[src/rtl/fix_alu_pkg.sv]
`default_nettype none
// ============================================================================
//  Package     : fix_alu_pkg
//  Description : Shared types and defaults for the fixed-point ALU blocks.
//  Revision    : 1.0 - initial multi-lane add/sub release
// ============================================================================
package fix_alu_pkg;

    // Per-transaction operation select
    typedef enum logic {
        FIX_OP_ADD = 1'b0,
        FIX_OP_SUB = 1'b1
    } fix_op_e;

    localparam int FIX_DEFAULT_WIDTH = 32;

endpackage : fix_alu_pkg
`default_nettype wire

[src/rtl/fix_addsub_pipe_if.sv]
`default_nettype none
// ============================================================================
//  Interface   : fix_addsub_pipe_if
//  Description : Operand/result handshake bundle of the fixed-point add/sub
//                pipeline. master = operand producer / result consumer,
//                slave = the pipeline itself.
//  Revision    : 1.0 - initial multi-lane add/sub release
// ============================================================================
interface fix_addsub_pipe_if
    import fix_alu_pkg::*;
#(
    parameter int WIDTH = FIX_DEFAULT_WIDTH,
    parameter int LANES = 1
) ();

    logic                           flush;
    logic                           in_valid;
    logic                           in_ready;
    fix_op_e                        in_op;
    logic [LANES*WIDTH-1:0]         in_a;
    logic [LANES*WIDTH-1:0]         in_b;
    logic                           out_valid;
    logic                           out_ready;
    logic [LANES*(WIDTH+1)-1:0]     out_data;
    logic [LANES-1:0]               out_ovf;

    modport master (
        output flush, in_valid, in_op, in_a, in_b, out_ready,
        input  in_ready, out_valid, out_data, out_ovf
    );

    modport slave (
        input  flush, in_valid, in_op, in_a, in_b, out_ready,
        output in_ready, out_valid, out_data, out_ovf
    );

endinterface : fix_addsub_pipe_if
`default_nettype wire

[src/rtl/fix_pipe_stage.sv]
`default_nettype none
// ============================================================================
//  Module      : fix_pipe_stage
//  Description : One pipeline register stage carrying {valid, data, ovf}.
//                Flush clears the valid bit and wins over hold; payload only
//                loads when a valid beat advances into the stage.
//  Revision    : 1.0 - initial multi-lane add/sub release
// ============================================================================
module fix_pipe_stage #(
    parameter int DATA_W = 33,
    parameter int LANES  = 1
) (
    input  wire logic              clk,
    input  wire logic              rst_n,
    input  wire logic              i_flush,
    input  wire logic              i_load,
    input  wire logic              i_valid,
    input  wire logic [DATA_W-1:0] i_data,
    input  wire logic [LANES-1:0]  i_ovf,
    output      logic              o_valid,
    output      logic [DATA_W-1:0] o_data,
    output      logic [LANES-1:0]  o_ovf
);

    logic              r_valid;
    logic [DATA_W-1:0] r_data;
    logic [LANES-1:0]  r_ovf;

    // Stage register: flush drops the beat, load shifts, otherwise hold
    always_ff @(posedge clk or negedge rst_n) begin
        if (!rst_n) begin
            r_valid <= 1'b0;
            r_data  <= '0;
            r_ovf   <= '0;
        end else if (i_flush) begin
            r_valid <= 1'b0;
        end else if (i_load) begin
            r_valid <= i_valid;
            if (i_valid) begin
                r_data <= i_data;
                r_ovf  <= i_ovf;
            end
        end
    end

    assign o_valid = r_valid;
    assign o_data  = r_data;
    assign o_ovf   = r_ovf;

endmodule : fix_pipe_stage
`default_nettype wire

[src/rtl/fix_addsub_pipe.sv]
`default_nettype none
// ============================================================================
//  Module      : fix_addsub_pipe
//  Description : Multi-lane signed fixed-point add/subtract pipeline with a
//                global-stall valid/ready handshake. Each lane produces an
//                exact WIDTH+1 result; latency equals STAGES.
//                Optional build macro FIX_ADDSUB_SAT_EN: clamp each lane to
//                the WIDTH signed range and report clamping on out_ovf.
//  Revision    : 1.0 - initial multi-lane add/sub release
// ============================================================================
module fix_addsub_pipe
    import fix_alu_pkg::*;
#(
    parameter int WIDTH  = FIX_DEFAULT_WIDTH,
    parameter int LANES  = 1,
    parameter int STAGES = 2
) (
    input  wire logic          clk,
    input  wire logic          rst_n,
    fix_addsub_pipe_if.slave   bus
);

    localparam int c_DATA_W = LANES * (WIDTH + 1);

    logic                w_advance;
    logic [c_DATA_W-1:0] w_res;
    logic [LANES-1:0]    w_res_ovf;

    // Stage chain: index 0 is the combinational adder output feeding stage 1
    logic                w_vld  [0:STAGES];
    logic [c_DATA_W-1:0] w_data [0:STAGES];
    logic [LANES-1:0]    w_ovf  [0:STAGES];

    // The whole pipe moves together whenever the output slot can drain
    assign w_advance    = !w_vld[STAGES] || bus.out_ready;
    assign bus.in_ready = w_advance;

    generate
        for (genvar i = 0; i < LANES; i++) begin : g_lane
            logic signed [WIDTH:0] w_a_ext;
            logic signed [WIDTH:0] w_b_ext;
            logic signed [WIDTH:0] w_sum;

            assign w_a_ext = {bus.in_a[i*WIDTH + WIDTH-1], bus.in_a[i*WIDTH +: WIDTH]};
            assign w_b_ext = {bus.in_b[i*WIDTH + WIDTH-1], bus.in_b[i*WIDTH +: WIDTH]};
            assign w_sum   = (bus.in_op == FIX_OP_SUB) ? (w_a_ext - w_b_ext)
                                                       : (w_a_ext + w_b_ext);
`ifdef FIX_ADDSUB_SAT_EN
            // Out of WIDTH range exactly when the two top bits disagree
            logic w_clip;
            assign w_clip        = w_sum[WIDTH] ^ w_sum[WIDTH-1];
            assign w_res_ovf[i]  = w_clip;
            assign w_res[i*(WIDTH+1) +: WIDTH+1] =
                !w_clip      ? w_sum :
                w_sum[WIDTH] ? {2'b11, {(WIDTH-1){1'b0}}}
                             : {2'b00, {(WIDTH-1){1'b1}}};
`else
            assign w_res_ovf[i]  = 1'b0;
            assign w_res[i*(WIDTH+1) +: WIDTH+1] = w_sum;
`endif
        end
    endgenerate

    assign w_vld[0]  = bus.in_valid;
    assign w_data[0] = w_res;
    assign w_ovf[0]  = w_res_ovf;

    generate
        for (genvar s = 0; s < STAGES; s++) begin : g_stage
            fix_pipe_stage #(
                .DATA_W (c_DATA_W),
                .LANES  (LANES)
            ) u_stage (
                .clk     (clk),
                .rst_n   (rst_n),
                .i_flush (bus.flush),
                .i_load  (w_advance),
                .i_valid (w_vld[s]),
                .i_data  (w_data[s]),
                .i_ovf   (w_ovf[s]),
                .o_valid (w_vld[s+1]),
                .o_data  (w_data[s+1]),
                .o_ovf   (w_ovf[s+1])
            );
        end
    endgenerate

    // Result payload is masked to zero whenever no beat is presented
    assign bus.out_valid = w_vld[STAGES];
    assign bus.out_data  = w_vld[STAGES] ? w_data[STAGES] : '0;
    assign bus.out_ovf   = w_vld[STAGES] ? w_ovf[STAGES]  : '0;

endmodule : fix_addsub_pipe
`default_nettype wire
[src/flat_wrapper.sv]
// flat-port wrapper written by rule: the top's interface ports become plain ports
module fix_addsub_pipe_flat import fix_alu_pkg::*;
#(
    parameter int WIDTH  = FIX_DEFAULT_WIDTH,
    parameter int LANES  = 1,
    parameter int STAGES = 2
)
  (clk, rst_n, bus_flush, bus_in_valid, bus_in_op, bus_in_a, bus_in_b, bus_out_ready, bus_in_ready, bus_out_valid, bus_out_data, bus_out_ovf);
  fix_addsub_pipe_if #(.WIDTH(WIDTH), .LANES(LANES)) bus_i ();
  input  wire logic clk;
  input  wire logic rst_n;
  input wire logic [$bits(bus_i.flush)-1:0] bus_flush;
  input wire logic [$bits(bus_i.in_valid)-1:0] bus_in_valid;
  input wire logic [$bits(bus_i.in_op)-1:0] bus_in_op;
  input wire logic [$bits(bus_i.in_a)-1:0] bus_in_a;
  input wire logic [$bits(bus_i.in_b)-1:0] bus_in_b;
  input wire logic [$bits(bus_i.out_ready)-1:0] bus_out_ready;
  output wire logic [$bits(bus_i.in_ready)-1:0] bus_in_ready;
  output wire logic [$bits(bus_i.out_valid)-1:0] bus_out_valid;
  output wire logic [$bits(bus_i.out_data)-1:0] bus_out_data;
  output wire logic [$bits(bus_i.out_ovf)-1:0] bus_out_ovf;
  assign bus_i.flush = bus_flush;
  assign bus_i.in_valid = bus_in_valid;
  assign bus_i.in_op = bus_in_op;
  assign bus_i.in_a = bus_in_a;
  assign bus_i.in_b = bus_in_b;
  assign bus_i.out_ready = bus_out_ready;
  assign bus_in_ready = bus_i.in_ready;
  assign bus_out_valid = bus_i.out_valid;
  assign bus_out_data = bus_i.out_data;
  assign bus_out_ovf = bus_i.out_ovf;
  fix_addsub_pipe #(.WIDTH(WIDTH), .LANES(LANES), .STAGES(STAGES)) u_core (.clk(clk), .rst_n(rst_n), .bus(bus_i));
endmodule
[config.mk]
export PLATFORM = sky130hd
export DESIGN_NAME = fix_addsub_pipe_flat
export DESIGN_NICKNAME = d
export VERILOG_FILES = /design/src/rtl/fix_alu_pkg.sv /design/src/rtl/fix_addsub_pipe_if.sv /design/src/rtl/fix_pipe_stage.sv /design/src/rtl/fix_addsub_pipe.sv /design/src/flat_wrapper.sv
export SDC_FILE = /design/constraint.sdc
export NUM_CORES = 1
export LEC_CHECK = 0
export BUFFER_PORTS_ARGS = -buffer_cell sky130_fd_sc_hd__buf_2
export CAP_MARGIN = 10
export CORE_AREA = 2 2 103 105
export DETAILED_ROUTE_END_ITERATION = 16
export DIE_AREA = 0 0 105 107
export GPL_TIMING_DRIVEN = 0
export HOLD_SLACK_MARGIN = 0.02
export PLACE_DENSITY = 0.78
export SLEW_MARGIN = 25
export SYNTH_ARGS = -nofsm -noshare
export SYNTH_HDL_FRONTEND = slang
export SYNTH_HIERARCHICAL = 1
export SYNTH_SLANG_ARGS = --single-unit
[constraint.sdc]
create_clock -name clk -period 2 [get_ports clk]
set_input_delay 0.2 -clock clk [delete_from_list [all_inputs] [get_ports clk]]
set_output_delay 0.2 -clock clk [all_outputs]
set_load 0.01 [all_outputs]
## Yosys cells after proc, flatten, opt, wreduce, memory -nomap -nowiden

Index checks and enable logic that the tools add are counted.

| storage, ports and cells | value |
|---|---|
| register bits after elaboration | 68 |
| input port bits | 70 |
| output and inout port bits | 36 |
| word-level logic and storage cells | 18 |

| cells by class | value |
|---|---|
| add/sub/neg operators | 2 |
| multiplexer cells | 6 |
| bitwise operators | 1 |
| reduce and logical (&&, ||, !) cells | 5 |

Operators by type and width:

| cell | count |
|---|---|
| 2-to-1 mux 33 bit | 2 |
| adder 32 x 32 -> 33 bit | 1 |
| subtractor 32 x 32 -> 33 bit | 1 |
| AND reduction 3 bit | 2 |
| 2-to-1 mux 1 bit | 4 |
| nonzero test 2 bit | 1 |
| logical NOT 1 bit | 1 |
| logical OR 1 bit | 1 |
| inverter 1 bit | 1 |

## Logic depth before layout (Yosys ltp)

Gate-level depths: netlist of the first run.

| depth | value |
|---|---|
| depth after elaboration | 4 |
| gate-level depth with buffers | 19 |
| depth with buffers taken out | 19 |

## Cells and area by module

Netlist of the first run, hierarchy kept.

Modules (own cells, without submodules):

| module | times used | cells an instance | area an instance (um^2) | seq. area each (um^2) |
|---|---|---|---|---|
| fix_pipe_stage | 2 | 75 | 1,438.9 | 875.8 |
| fix_addsub_pipe | 1 | 378 | 2,526.2 | 0.0 |

## Worst setup path after synthesis of the first run

No wires, ideal clock.

| timing | value |
|---|---|
| kind | input port to flip-flop |
| from | input port bus_in_b[6] |
| to | register u_core.g_stage[0].u_stage.r_data[32] |
| setup time | 0.125 ns |
| arrival | 3.736 ns |
| data required time | 1.875 ns |
| slack | -1.861 ns |
| stages | 18 |
| path buffers | 0 |
| cells stage by stage | nor3_1 -> nand2_1 -> nor4_1 -> nand2_1 -> nor3_1 -> nor3b_1 -> a21oi_1 -> xnor2_1 -> ha_1 -> and2_1 -> a221o_1 -> a31o_2 -> a21oi_1 -> o31a_1 -> o2111ai_1 -> a21oi_1 -> xnor2_1 -> mux2_4 |

| on the way | value |
|---|---|
| word-level cells in the longest chain between the ends | 2 |
| elaborated cells between the ends (all ways) | 3 |
| classes of those cells | 2 x add/sub; 1 x mux |

Ends and longest elaborated chain:

| item | RTL line | text |
|---|---|---|
| start, declared | flat_wrapper.sv:16 | `input wire logic [$bits(bus_i.in_b)-1:0] bus_in_b;` |
| adder 32 x 32 -> 33 bit or subtractor 32 x 32 -> 33 bit (tied branches) | fix_addsub_pipe.sv:47, fix_addsub_pipe.sv:46 |  |
| 2-to-1 mux 33 bit (*) | fix_addsub_pipe.sv:46 | `assign w_sum = (bus.in_op == FIX_OP_SUB) ? (w_a_ext - w_b_ext)` |
| via u_core.g_lane[0].w_sum[32] | fix_addsub_pipe.sv:42 | `logic signed [WIDTH:0] w_sum;` |
| end signal, assigned | fix_pipe_stage.sv:40 | `r_data <= i_data;` |
| end, declared | fix_pipe_stage.sv:26 | `logic [DATA_W-1:0] r_data;` |

The timed path passes the listed nets; every way through them passes the cells marked *.
A chain may end at the register's enable or synchronous reset.

## Worst setup path after layout of the first run

| timing | value |
|---|---|
| from | input port bus_in_b[5] |
| to | register u_core.g_stage[0].u_stage.r_data[31] |

Same word-level chain as after synthesis.

==> out/metrics.yaml, run 1 <==
worst_setup_path:
  endpoint_kind: "flop"
  crit_fanout: 3
  crit_arrival_ns: 3.82
  cpLargestDelayFamily: "compound AO/OA/AOI/OAI gates"
  crit_chain: "buf_8 -> nor3_4 -> nand2_2 -> nor4_4 -> nand4_1 -> buf_4 -> buf_4 -> nor2_1 -> nor2_1 -> xnor2_1 -> ha_1 -> a21oi_1 -> inv_1 -> o21ai_1 -> a31oi_1 -> o41a_1 -> a41o_1 -> a2111oi_2 -> mux2_4"
  cp_data_required_time_ns: 2.28
  crit_path_start_kind: "input pin"
  worst_path_largest_cell_delay_ns: 0.37
  worst-path-buf-inv: 4
  path_class: "in -> reg"
  slowest_stage: "a21oi_1"
grt:
  gr-total-overflow: 0
  grt_pass1_vias: 4804
  antenna_found_initial: 0
  grt_pass1_wl_um: 22780
  track_usage_pct: 24.93
  grt_max_degree: 56
route:
  wl_per_cell_um: 18.86
  viasPerCell: 5.771
  drcViolationCount: 0
  dr.pass1.iters: 5
  vias: 4900
  wirelength_um: 16010
  postRouteAntennaNets: 0
  drtIter0Drc: 305
die:
  rows: 37
  die_h_um: 107
  start_util_pct: 53.55
  io-pin-count: 106
  core_area_um2: 10090
  dieArea_um2: 11240
  die_x_um: 105
timing:
  fin_crit_ns: 3.541
  setup_slack_ns: -1.541
  min_period_over_period_pct: 177.0
  fmax_ghz: 0.2824
  setup_viol: 28
  relSlewSlack_pct: 45.68
  maxSlewViolCount: 0
  rsz0062_at_grt: "yes"
  final_hold_viol_count: 0
  fin_skew_ns: 0.005789
  hold_slack_ns: 0.06458
  tightest_slew_ns: 0.8073
clock_network:
  clk_latency_ns: 0.34
  root_buffer: "clkbuf_8"
  cts_buffers: 9
  clkSlewWorstSetupHoldPaths_ns: 0.07
  cts_tree: "done"
  cts_buffer_depth: 2
  clkSinkCount: 70
  htree_num_levels: 3
logic_synthesis:
  ys.warnings.count: 6
  synth_fp_nets: 632
  synth_edf_count: 0
  synthesis.area_um2: 5404
  yosysUniqueCellTypes: 52
  synth-seq-cells: 70
  synth.avg_cell_area_um2: 10.23
  yosysSeqAreaShare_pct: 32.41
  synth_ff_type: "dfrtp_1"
  async_flop_share_pct: 100.0
  netlist_instances: 528
place:
  gp_congestion: 0.9341
  place_ws_ns: -2.098
  portBuffers: 105
  hpwl_um: 9866
  dp.cells: 770
power_and_ir_drop:
  vdd_drop_max_mv: 0.4014
  leakage_nw: 3.662
  cellPowerDensity_nw_per_um2: 847.3
final_layout:
  regArea_um2: 1752
  antenna_cells: 0
  drive_gt1_share_pct: 51.33
  n_fill_cell: 653
  final_util_pct: 75.06
  stdcell_count: 849
  multi_input_area_um2: 4094
  nets: 812
  syn2layout_area_growth_pct: 40.17
job:
  maxCapViolations: 0
outcome:
  failed_checks: "setup timing"
  status: "complete, but fails checks"
worst_hold_path:
  hold_class: "in -> reg"
[cell families (layout without fill, tap and decap cells)]
kind of cell	after synthesis	in the layout	share of synthesized area, %
AOI/OAI and AO/OA	110	110	13.04
other	1	1	0.06939
buffers and inverters	30	215	2.917
xor gates and xnor gates	59	59	9.562
adders and majority gates	34	34	8.011
muxes	71	71	18.89
DFF	70	70	32.41
and+or+nand+nor	153	153	15.10
[layout make-up]
class / count / area share (%)
Multi-Input combinational cell: 428 / 54.05
Sequential cell: 70 / 23.13
Timing Repair Buffer: 170 / 15.56
Tap cell: 136 / 2.246
Clock buffer: 11 / 1.867
Buffer: 14 / 1.850
Inverter: 15 / 0.9746
Clock inverter: 5 / 0.3304
[layer usage]
metal	track usage, %	wire length (um)	up-vias	share of wire, %
met5	0	0	-	0
met4	10.10	522	0	3.3
met3	2.979	930	57	5.8
met2	42.35	7988	242	50
met1	32.45	6566	2340	41
li1	-	-	2261	-
[synth_stat cells, drive strengths merged (2+ instances only)]
cell    number  share of area (%)
dfrtp       70                 32
mux2        68                 18
a21oi       48                4.4
xnor2       46                7.5
and2        37                4.3
nor2        37                2.6
ha          33                7.6
nand2       25                1.7
o21ai       17                1.6
inv         15                1.0
nor3        13                1.2
xor2        13                2.1
clkbuf       8               0.56
nand3        8               0.74
buf          7                1.3
nor4         7               0.81
a21o         6               0.83
a31oi        5               0.58
and3         5               0.58
o21bai       5               0.69
nor2b        4               0.46
a211oi       3               0.65
a31o         3               0.49
a41oi        3               0.49
mux2i        3               0.56
nand4        3               0.35
o31a         3               0.49
o31ai        3               0.42
a41o         2               0.37
and4         2               0.32
nand2b       2               0.23
nand3b       2               0.74
nor3b        2               0.28
o211ai       2               0.28
o21a         2               0.28
or2          2               0.23
or3          2               0.23
[worst paths after layout]
check | cells after the start | end | start | slack (ns)
max in group asynchronous | 3 | u_core/g_stage[0].u_stage/o_data[26] | rst_n | 1.21
max reg2reg | 4 | u_core/g_stage[0].u_stage/o_data[20] | u_core/g_stage[1].u_stage/o_valid | 0.31
min reg2reg | 1 | u_core/g_stage[0].u_stage/o_data[27] | u_core/g_stage[0].u_stage/o_data[27] | 0.50
min | 2 | u_core/g_stage[0].u_stage/o_valid | bus_flush | 0.06
max | 19 | u_core/g_stage[0].u_stage/o_data[31] | bus_in_b[5] | -1.54
min in group asynchronous | 2 | u_core/g_stage[0].u_stage/o_data[0] | rst_n | 0.27
[timing repair]
item                       in CTS  in global routing
gates resized for setup        71                 55
hold endpoints to repair       19                  0
setup endpoints to repair      27                 28
hold buffers                    1                  0
pin swaps                      55                 43
buffers inserted               44                 20
[power breakdown]
| part | total [mW] | switching [mW] | internal, mW |
|---|---|---|---|
| logic | 3.01 | 1.27 | 1.74 |
| clock network | 0.958 | 0.485 | 0.473 |
| registers | 2.45 | 0.405 | 2.04 |
[placed cells by master, fill, tap and decap left out, types with 9 or more instances in the layout]
cell type and n:
nand2_1 16, ha_1 28, mux2_4 62, a21oi_2 19
xnor2_2 10, xnor2_1 36, xor2_1 12, inv_1 12
buf_4 42, dfrtp_1 70, and2_1 36, nor2_1 32
clkbuf_8 10, buf_2 99, a21oi_1 24, nand2_2 9
buf_6 30
[metrics by stage]
step	cell area [um^2]	power [mW]	TNS [ns]
detailed placement	6390	4.814	-35.01
finish	7575	6.418	-28.21
CTS	7174	6.050	-23.64
global placement	6360	4.668	-33.39
global route	7575	6.753	-30.78
floorplan	5664	4.167	-20.70
[flip-flops by register name, indices dropped and copies added (netlist names)]
register and flops:
u_core/g_stage.u_stage/o_data 66, u_core/g_stage.u_stage/o_ovf 2, u_core/g_stage.u_stage/o_valid 2
[worst register-to-register path, stage by stage (launching register included)]
cell	delay, ns
dfrtp_1	0.48
nand2b_1	0.32
nand3b_4	0.24
buf_6	0.23
mux2_4	0.32
Note: power is estimated with default switching activity, not from simulation.
==> run 2: changes to the inputs <==
--- a/config.mk
+++ b/config.mk
@@ -8,6 +8,7 @@
 export BUFFER_PORTS_ARGS = -buffer_cell sky130_fd_sc_hd__buf_2
 export CAP_MARGIN = 10
 export CORE_AREA = 2 2 103 105
+export CTS_BUF_LIST = sky130_fd_sc_hd__clkbuf_4
 export DETAILED_ROUTE_END_ITERATION = 16
 export DIE_AREA = 0 0 105 107
 export GPL_TIMING_DRIVEN = 0
==> run 2 against run 1 <==
The run still ends with setup timing left. First-iteration DRC count increased by 4.9%. Global-route usage about the same. Sequential share of layout area increased by 0.18 points. Clock skew increased by 0.012 ns. Non-clock buffer count decreased by 1. Cell count decreased by 0.12%. Setup slack got worse by 0.0076 ns. Routed wire length decreased by 2.0%. Fmax decreased by 0.21%. Largest cell class unchanged. Largest power group unchanged. Highest routed layer unchanged.
==> out/metrics.yaml, run 2 (synthesis gave the netlist of run 1 again) <==
final_layout:
  layout_commonest_cell: "buf_2"
  syn2layout_area_growth_pct: 39.08
  layout_common_cells: "98 x buf_2, 70 x dfrtp_1, 61 x mux2_4"
  drive_gt1_share_pct: 51.97
  final_area_um2: 7516
  antenna_cells: 0
  nets: 811
  largest_reg_flops: 66
worst_setup_path:
  crit_path_start_kind: "input pin"
  endpoint_kind: "flop"
  crit_fanout: 3
  reg2reg_depth: 4
  path_class: "in -> reg"
  cp_data_required_time_ns: 2.29
  crit_arrival_ns: 3.84
timing:
  fin_crit_ns: 3.548
  relSlewSlack_pct: 46.25
  fmax_ghz: 0.2818
  setup_slack_ns: -1.548
  tightest_slew_ns: 0.7989
  final_hold_viol_count: 0
  fin_skew_ns: 0.01809
  rsz0062_at_grt: "yes"
  min_period_over_period_pct: 177.4
  setup_viol: 27
  hold_slack_ns: 0.1184
  maxSlewViolCount: 0
grt:
  grt_max_degree: 56
  grt_pass1_wl_um: 22810
  track_usage_pct: 24.95
  gr-total-overflow: 0
  antenna_found_initial: 0
  grt_pass1_vias: 4776
route:
  wl_per_cell_um: 18.51
  vias: 4888
  viasPerCell: 5.764
  drcViolationCount: 0
  postRouteAntennaNets: 0
  drtIter0Drc: 320
  dr.pass1.iters: 5
  wirelength_um: 15690
clock_network:
  clk_latency_ns: 0.40
  clkSlewWorstSetupHoldPaths_ns: 0.11
  cts_buffer_depth: 2
  clkSinkCount: 70
  cts_buffers: 9
  root_buffer: "clkbuf_4"
  cts_tree: "done"
  htree_num_levels: 3
die:
  io-pin-count: 106
  start_util_pct: 53.55
  die_h_um: 107
  rows: 37
  dieArea_um2: 11240
  die_x_um: 105
  core_area_um2: 10090
place:
  hpwl_um: 9866
  portBuffers: 105
  place_area_um2: 6390
  gp_congestion: 0.9341
power_and_ir_drop:
  vdd_drop_max_mv: 0.3387
  cellPowerDensity_nw_per_um2: 818.2
  leakage_nw: 3.623
worst_hold_path:
  min_path_cells: 3
  hold_class: "in -> reg"
job:
  maxCapViolations: 0
outcome:
  failed_checks: "setup timing"
  status: "complete, but fails checks"
-- run 2: cell count changes in the layout (fill, tap and decap cells not counted), moves of 2 or more --
cell	previous run	this run
clkbuf_4	1	11
clkbuf_8	10	0
buf_4	42	46
buf_6	30	22
buf_8	3	5
-- run 2: routing by layer --
layer	share of wire, %	vias up	GRT usage [%]	wire [um]
met3	5.7	47	3.040	892
met2	48	244	42.21	7565
met5	0	-	0	0
li1	-	2260	-	-
met1	43	2337	32.46	6730
met4	3.2	0	10.48	505
-- run 2: timing repair --
item / 4_1_cts / 5_1_grt
hold buffers: 2 / 0
pin swaps: 56 / 40
buffers inserted: 44 / 18
gates resized for setup: 75 / 52
endpoints found under the setup margin: 27 / 28
endpoints found under the hold margin: 72 / 0
-- run 2: final cells by class --
cell class | instances | area [um^2]
Timing Repair Buffer | 169 | 1159
Inverter | 15 | 73.82
Multi-Input combinational cell | 428 | 4118
Clock buffer | 10 | 75.07
Buffer | 14 | 140.1
Clock inverter | 6 | 28.78
Fill cell | 673 | 2576
Sequential cell | 70 | 1752
Tap cell | 136 | 170.2
-- run 2: stage by stage --
step | cells | setup TNS, ns | total power [mW] | worst slack, ns | util, %
after CTS | 832 | -21.82 | 5.800 | -1.485 | 70.79
after global routing | 848 | -27.11 | 6.465 | -1.626 | 74.47
after floorplan | 528 | -20.70 | 4.167 | -1.425 | -
final | 848 | -25.50 | 6.149 | -1.548 | 74.47
after global placement | 769 | -33.39 | 4.668 | -2.021 | 63.02
after detailed placement | 770 | -35.01 | 4.814 | -2.098 | 63.32
-- run 2: critical path, stage by stage --
cell	delay [ns]
buf_8	0.11
nor3_4	0.21
nand2_2	0.10
nor4_4	0.24
nand2_2	0.13
nor3_4	0.17
buf_4	0.14
buf_6	0.09
nor2_4	0.04
nor2_2	0.11
xor2_1	0.09
ha_1	0.34
and3_4	0.21
and3_4	0.19
nand4b_1	0.11
nand3_1	0.14
a21oi_2	0.09
o31a_1	0.35
o21bai_1	0.21
a21oi_2	0.11
xnor2_2	0.17
mux2_2	0.28
-- run 2: path summary, 6_finish.rpt --
check                                                     start  slack, ns                                   end
max                                                 bus_in_b[4]      -1.55  u_core/g_stage[0].u_stage/o_data[30]
min                                                bus_in_valid       0.12     u_core/g_stage[0].u_stage/o_valid
max reg2reg                   u_core/g_stage[1].u_stage/o_valid       0.32  u_core/g_stage[0].u_stage/o_data[22]
min reg2reg                u_core/g_stage[0].u_stage/o_data[27]       0.51  u_core/g_stage[0].u_stage/o_data[27]
max in group asynchronous                                 rst_n       1.27  u_core/g_stage[1].u_stage/o_data[24]
min in group asynchronous                                 rst_n       0.19   u_core/g_stage[1].u_stage/o_data[6]
-- run 2: power by group --
part | switching, mW | internal [mW]
Sequential | 0.397 | 2.04
Combinational | 1.26 | 1.74
Clock | 0.463 | 0.255
Total | 2.12 | 4.03
